--- src/rtl/instr_fetch_unit.sv ---
// Front end: owns the PC, drives a 1-cycle synchronous imem and presents decoded fields.
// Start/branch cost one bubble; stall holds the presented word by re-reading instr_pc.
module instr_fetch_unit #(
  parameter int          PC_W    = 10,
  parameter int          INSTR_W = 9,
  parameter logic [3:0]  HALT_OP = 4'hF,
  parameter int          CNT_W   = 16
) (
  input  logic               CLK,
  input  logic               RESET,
  input  logic               start,
  input  logic [PC_W-1:0]    start_addr,
  input  logic               stall,
  input  logic               br_taken,
  input  logic [PC_W-1:0]    br_target,
  output logic [PC_W-1:0]    imem_addr,
  input  logic [INSTR_W-1:0] imem_data,
  output logic               instr_valid,
  output logic               TYP,
  output logic [3:0]         OP,
  output logic [3:0]         OPND,
  output logic [PC_W-1:0]    instr_pc,
  output logic               done,
  output logic [CNT_W-1:0]   instr_count
);

  typedef enum logic [1:0] {IDLE, PRIME, RUN, HALT} state_t;

  localparam logic [PC_W-1:0]  PC_ONE  = PC_W'(1);
  localparam logic [CNT_W-1:0] CNT_ONE = CNT_W'(1);
  localparam logic [CNT_W-1:0] CNT_MAX = '1;

  state_t            state_q, state_d;
  logic [PC_W-1:0]   fetch_pc_q, fetch_pc_d;
  logic [PC_W-1:0]   instr_pc_q, instr_pc_d;
  logic              done_q, done_d;
  logic [CNT_W-1:0]  cnt_q, cnt_d;
  logic              retire;
  logic              is_halt;

  assign is_halt     = (imem_data[8] == 1'b0) && (imem_data[7:4] == HALT_OP);
  assign instr_valid = (state_q == RUN);
  assign TYP         = instr_valid & imem_data[8];
  assign OP          = instr_valid ? imem_data[7:4] : 4'h0;
  assign OPND        = instr_valid ? imem_data[3:0] : 4'h0;
  assign instr_pc    = instr_pc_q;
  assign done        = done_q;
  assign instr_count = cnt_q;

  always_ff @(posedge CLK or posedge RESET) begin
    if (RESET) begin
      state_q    <= IDLE;
      fetch_pc_q <= '0;
      instr_pc_q <= '0;
      done_q     <= 1'b0;
      cnt_q      <= '0;
    end else begin
      state_q    <= state_d;
      fetch_pc_q <= fetch_pc_d;
      instr_pc_q <= instr_pc_d;
      done_q     <= done_d;
      cnt_q      <= cnt_d;
    end
  end

  always_comb begin
    state_d    = state_q;
    fetch_pc_d = fetch_pc_q;
    instr_pc_d = instr_pc_q;
    done_d     = done_q;
    cnt_d      = cnt_q;
    imem_addr  = fetch_pc_q;
    retire     = 1'b0;

    case (state_q)
      IDLE, HALT: begin
        if (start) begin
          imem_addr  = start_addr;
          instr_pc_d = start_addr;
          fetch_pc_d = start_addr + PC_ONE;
          done_d     = 1'b0;
          cnt_d      = '0;
          state_d    = PRIME;
        end
      end
      PRIME: begin
        // Re-issue instr_pc so the word landing in the first RUN cycle matches instr_pc.
        imem_addr = instr_pc_q;
        if ((instr_pc_q + PC_ONE) != fetch_pc_q)
          fetch_pc_d = fetch_pc_q + PC_ONE;
        state_d = RUN;
      end
      RUN: begin
        if (stall) begin
          imem_addr = instr_pc_q;
        end else if (is_halt) begin
          retire  = 1'b1;
          done_d  = 1'b1;
          state_d = HALT;
        end else if (br_taken) begin
          retire     = 1'b1;
          imem_addr  = br_target;
          instr_pc_d = br_target;
          fetch_pc_d = br_target + PC_ONE;
          state_d    = PRIME;
        end else begin
          retire     = 1'b1;
          instr_pc_d = fetch_pc_q;
          fetch_pc_d = fetch_pc_q + PC_ONE;
        end
      end
      default: state_d = IDLE;
    endcase

    if (retire && (cnt_q != CNT_MAX))
      cnt_d = cnt_q + CNT_ONE;
  end

endmodule
--- config.mk ---
export PLATFORM = sky130hd
export DESIGN_NAME = instr_fetch_unit
export DESIGN_NICKNAME = d
export VERILOG_FILES = /design/src/rtl/instr_fetch_unit.sv
export SDC_FILE = /design/constraint.sdc
export NUM_CORES = 1
export LEC_CHECK = 0
export CORE_ASPECT_RATIO = 0.75
export CORE_UTILIZATION = 43
export CTS_BUF_LIST = sky130_fd_sc_hd__clkbuf_8
export CTS_CLUSTER_DIAMETER = 120
export DETAILED_ROUTE_END_ITERATION = 12
export PLACE_DENSITY_LB_ADDON = 0.2
export SYNTH_ARGS = -nofsm -noshare
export SYNTH_HDL_FRONTEND = slang
export SYNTH_SLANG_ARGS = --single-unit
--- constraint.sdc ---
create_clock -name CLK -period 4.2 [get_ports CLK]
set_input_delay 0.84 -clock CLK [delete_from_list [all_inputs] [get_ports CLK]]
set_output_delay 0.84 -clock CLK [all_outputs]
set_load 0.03 [all_outputs]
After elaboration in Yosys (flattened, before gate mapping) --
Index checks and enable logic that the tools add are counted.
Storage, ports and cells: bits in registers 39, word-level logic and storage cells 67, output and inout port bits 47, bits of input ports 34
Cells by class: bitwise logic cells 2, eq/ne operators 12, reductions and logical operators 12, multiplexer cells 31, $add $sub $neg 5
Operators with widths (number):
- $mux 10 | 12
- $pmux 10 s3 | 2
- $mux 16 | 3
- $add 10x1->10 const B | 4
- $pmux 10 s2 | 1
- $add 16x1->16 const B | 1
- $ne 16x16->1 const B | 1
- $reduce_and 4->1 | 3
- $ne 10x10->1 | 1
- $mux 2 | 4
- $mux 4 | 2
- $ne 2x2->1 const B | 4
- $pmux 2 s3 | 1
- $reduce_bool 2->1 | 3
- $mux 1 | 5
- $eq 2x2->1 const B | 2
- $eq 4x4->1 const B | 1
- $ne 3x2->1 const B | 1
- $reduce_and 3->1 | 1
- $eq 2x1->1 const B | 1
- $logic_and 1x1->1 | 2
- $logic_not 2->1 | 1
- $ne 2x1->1 const B | 1
- $pmux 1 s2 | 1
- other kinds (4) | 4

Depth between registers and ports, before layout --
word-level depth 5, gate-level depth with buffers 9, mapped depth without buffers 8

Worst setup path after synthesis --
OpenSTA, ideal clock, no wires.
path type input -> output, from input br_taken, to output imem_addr[8], stages on the path 6, arrival time 2.289 ns, buffers on the path 2, required time 3.360 ns, setup slack 1.071 ns, cell sequence buf_2 -> buf_1 -> mux2i_1 -> a21oi_1 -> a211oi_1 -> a21oi_1
Between the ends: cells in the longest elaborated chain, start to end 4
Ends and longest elaborated chain:
- start: declaration | RTL line 14 | input logic br_taken,
- $mux 10 | RTL line 100 | end else if (br_taken) begin
- $mux 10 | RTL line 96 | end else if (is_halt) begin
- $mux 10 | RTL line 94 | if (stall) begin
- $pmux 10 s3 | RTL line 75 | case (state_q)
- end: declaration | RTL line 16 | output logic [PC_W-1:0] imem_addr,
Every way passes these cells.

Worst setup path in the final report --
from input imem_data[6], to output imem_addr[0]
Between the ends: cells in the longest elaborated chain, start to end 5
Ends and longest elaborated chain:
- start: declaration | RTL line 17 | input logic [INSTR_W-1:0] imem_data,
- $eq 4x4->1 | RTL line 41 | assign is_halt = (imem_data[8] == 1'b0) && (imem_data[7:4] == HALT_OP);
- $logic_and 1x1->1 | RTL line 41
- $mux 10 | RTL line 96
- $mux 10 | RTL line 94
- $pmux 10 s3 | RTL line 75
Every way passes these cells.

==> run_results.csv <==
group,metric,value,unit
outcome,outcome,"complete, no violations",
logic_synthesis,synthesis.instances,436,
worst_hold_path,hold_start,"instr_count[10]$_DFFE_PP0P_",
place,place_area,4350,um2
sta,tightest_slew,0.955,ns
setup_path,crit_family,"buffers and inverters",
logic_synthesis,synth_nets,478,
detailed_routing,drt_iter0_drc,294,
sta,slew_violations,0,
pwr,cellPowerDensity,745,nW/um2
setup_path,path_cells,"clkdlybuf4s50_1 -> nor2b_1 -> nand4_1 -> nand2_1 -> mux2_2 -> a221oi_1 -> a21oi_1 -> clkdlybuf4s50_1",
pwr,p_leak,1.83,nW
cts,cts.sinks,39,
pwr,irDropWorstVdd,0.000604,V
layout,drive_above_1_share,0.0828,
sta,period_needed,4.03,ns
worst_hold_path,hold_class,"register to register",
setup_path,worstReg2RegStart,"state_q[0]$_DFFE_PP0P_",
logic_synthesis,synth-seq-cells,39,
global_routing,track_usage,0.262,
logic_synthesis,syn_area,3520,um2
setup_path,worstPathMaxFanout,3,
sta,setup_viol_count_final,0,
place,place_hpwl,7.98,mm
cts,cts_htree_levels,2,
global_routing,antenna_found_initial,0,
pwr,combPwrFrac,0.663,
sta,rsz0062_at_grt,"false",
detailed_routing,via_count,3667,
die,ios,81,
die,fp.dieW,107,um
logic_synthesis,avgSynthCellArea,8.08,um2
cts,clock_latency,0.30,ns
detailed_routing,wire_per_inst,17.8,um
layout,multi_input_area,2310,um2
sta,max_freq,0.248,GHz
logic_synthesis,ys_seq_area_frac,0.277,
cts,numCtsBuffers,5,
cts,cts_setup_buffers,0,
setup_path,reg2reg_depth,8,
layout,syn2layout_area_growth,27.2,%
die,rows,28,
detailed_routing,wl,10.9,mm
setup_path,startpoint_type,"primary input",
cts,cts_tree,"built",
layout,final_area,4480,um2
die,die-area,8570,um2
global_routing,grt_overflow,0,
logic_synthesis,synth_cell_types,49,
pwr,power.internal,1.65,mW
worst_hold_path,hold_depth,1,
sta,slew_headroom,0.363,
pwr,seqPwrFrac,0.222,
pwr,power.switching,1.69,mW
layout,stdcell_count,612,
setup_path,worstPathArrival,3.19,ns
setup_path,regToRegSetupSlack,1.27,ns
global_routing,grt_pass1_wl,17.4,mm
setup_path,r2r-end,"instr_pc[1]$_DFFE_PP0P_",
global_routing,grt_pass1_vias,3264,
place,dp_cells,604,
logic_synthesis,ys_warn_count,0,
setup_path,slowest_stage,"clkdlybuf4s50_1",
cts,clock_tree.buffer_depth,2,
detailed_routing,drtAntennaViolNets,0,
place,port_buffers,80,
setup_path,critPathKind,"primary input to output port",
layout,fillCellCount,771,
cts,cts-hold-fix-buffers,0,
sta,finalHoldViolCount,0,
cts,cts.clk_slew.worst_paths,0.08,ns
logic_synthesis,synth_edf_count,0,
logic_synthesis,postSynth.asyncResetShare,1.00,
sta,tns,0,ns
layout,fin_nets,548,
place,place.gp.congestion,0.873,
worst_hold_path,whs_endpoint,"instr_count[10]$_DFFE_PP0P_",
job,cap_viol_max_count,0,
global_routing,grt_max_degree,40,
setup_path,cp.buffers_inverters,2,
layout,n_antenna_cell,0,
layout,area.sequential,976,um2
detailed_routing,via_per_inst,5.99,
detailed_routing,drt_pass1_iterations,5,
detailed_routing,drc_errors,0,
sta,worst_hold_slack,0.506,ns
setup_path,end_kind,"output port",
cts,root_buffer,"clkbuf_8",
logic_synthesis,dominantRegCellSynth,"dfrtp_1",
setup_path,critPathMaxStageDelay,0.64,ns
setup_path,cp_common_cell,"clkdlybuf4s50_1",
sta,period_share,0.960,
setup_path,required,3.36,ns
sta,clock-skew-final,0.00724,ns
pwr,pwr-share-clk,0.116,
die,initial_core_util,0.445,
die,core,7920,um2
pwr,p_sw_frac,0.506,
die,die_y,80.4,um
## through the flow
stage / setup WS, ns / util / total power [mW]
2_1_floorplan: 1.07 / - / 2.30
3_3_place_gp: 0.201 / 0.549 / 2.89
3_5_place_dp: 0.0932 / 0.549 / 2.93
4_1_cts: 0.0913 / 0.566 / 3.33
5_1_grt: 0.0154 / 0.566 / 3.57
6_report: 0.166 / 0.566 / 3.34
## routing by layer
metal,up-vias,track usage,part of all wire
met5,-,0,0
met4,0,0.0644,0.011
met3,11,0.0325,0.084
met2,174,0.384,0.43
met1,1758,0.403,0.47
li1,1724,-,-
## sequential cells by signal, indices dropped and copies added (netlist names)
| register | flops |
|---|---|
| instr_pc | 10 |
| fetch_pc_q | 10 |
| state_q | 2 |
| done | 1 |
| instr_count | 16 |
## layout by cell type, fill, tap and decap left out, types with 8 or more instances in the layout
cell,instances
o22ai_1,8
mux2i_1,21
a21oi_1,32
dfrtp_1,39
mux2_2,14
xor2_1,17
and3_1,8
ha_1,8
nand2_1,43
inv_1,14
and2_1,12
nand3_1,25
clkdlybuf4s50_1,77
a221oi_1,14
nor2_1,29
o21ai_0,41
buf_4,13
xnor2_1,19
## worst reg2reg max path: stages, from the launching register on
cell and delay (ns):
dfrtp_1 0.38, inv_1 0.07, ha_1 0.68, or2b_2 0.38
o21ai_0 0.12, a21oi_1 0.59, nand2_1 0.38, nand2_1 0.14
o21ai_0 0.08
## power by group through the flow
stage	combinational (mW)	clock (mW)	sequential, mW
6_report	2.21	0.386	0.741
5_1_grt	2.40	0.405	0.763
4_1_cts	2.20	0.392	0.733
3_5_place_dp	2.19	0	0.742
3_3_place_gp	2.16	0	0.737
2_1_floorplan	1.58	0	0.717
## how the worst max path moves through the flow
stage	end	cells after the start	from
floorplan	imem_addr[8]	6	br_taken
global placement	imem_addr[9]	8	imem_data[6]
detailed placement	imem_addr[9]	8	imem_data[6]
CTS	imem_addr[9]	8	imem_data[6]
global route	imem_addr[0]	8	imem_data[6]
finish	imem_addr[0]	8	imem_data[6]
## cell families (layout without fill, tap and decap cells)
logic type / after synthesis / in the layout / share of synthesized area
compound gates: 118 / 118 / 0.203
xor+xnor: 36 / 36 / 0.0895
fa+ha+maj: 8 / 8 / 0.0284
buf+inv: 41 / 112 / 0.0664
flops: 39 / 39 / 0.277
mux: 35 / 35 / 0.104
simple gates: 159 / 159 / 0.231
## what timing repair did
item,4_1_cts,5_1_grt
setup endpoints to repair,0,1
gates resized for setup,0,1
hold endpoints to repair,0,0
## Yosys cell counts, drive strengths merged, types with 5 or more instances
| cell type | n | share of area |
|---|---|---|
| a21oi | 32 | 0.045 |
| a221oi | 14 | 0.035 |
| a31oi | 5 | 0.013 |
| and2 | 12 | 0.021 |
| and3 | 9 | 0.016 |
| buf | 10 | 0.018 |
| clkbuf | 18 | 0.034 |
| dfrtp | 39 | 0.28 |
| ha | 8 | 0.028 |
| inv | 13 | 0.014 |
| mux2 | 14 | 0.045 |
| mux2i | 21 | 0.060 |
| nand2 | 43 | 0.046 |
| nand2b | 6 | 0.011 |
| nand3 | 25 | 0.035 |
| nand4 | 6 | 0.011 |
| nor2 | 29 | 0.031 |
| nor3 | 5 | 0.0071 |
| nor4 | 6 | 0.014 |
| o21ai | 45 | 0.064 |
| o22ai | 8 | 0.014 |
| xnor2 | 19 | 0.047 |
| xor2 | 17 | 0.042 |
## layout make-up
| cell class | count | share of cell area |
|---|---|---|
| repair buffers | 91 | 0.196 |
| well taps | 105 | 0.0293 |
| multi-input cells | 356 | 0.516 |
| flip-flops and latches | 39 | 0.218 |
| clock buffers | 5 | 0.0153 |
| clock inverters | 3 | 0.0142 |
| inverters | 13 | 0.0109 |
Note: power is estimated with default switching activity, not from simulation.
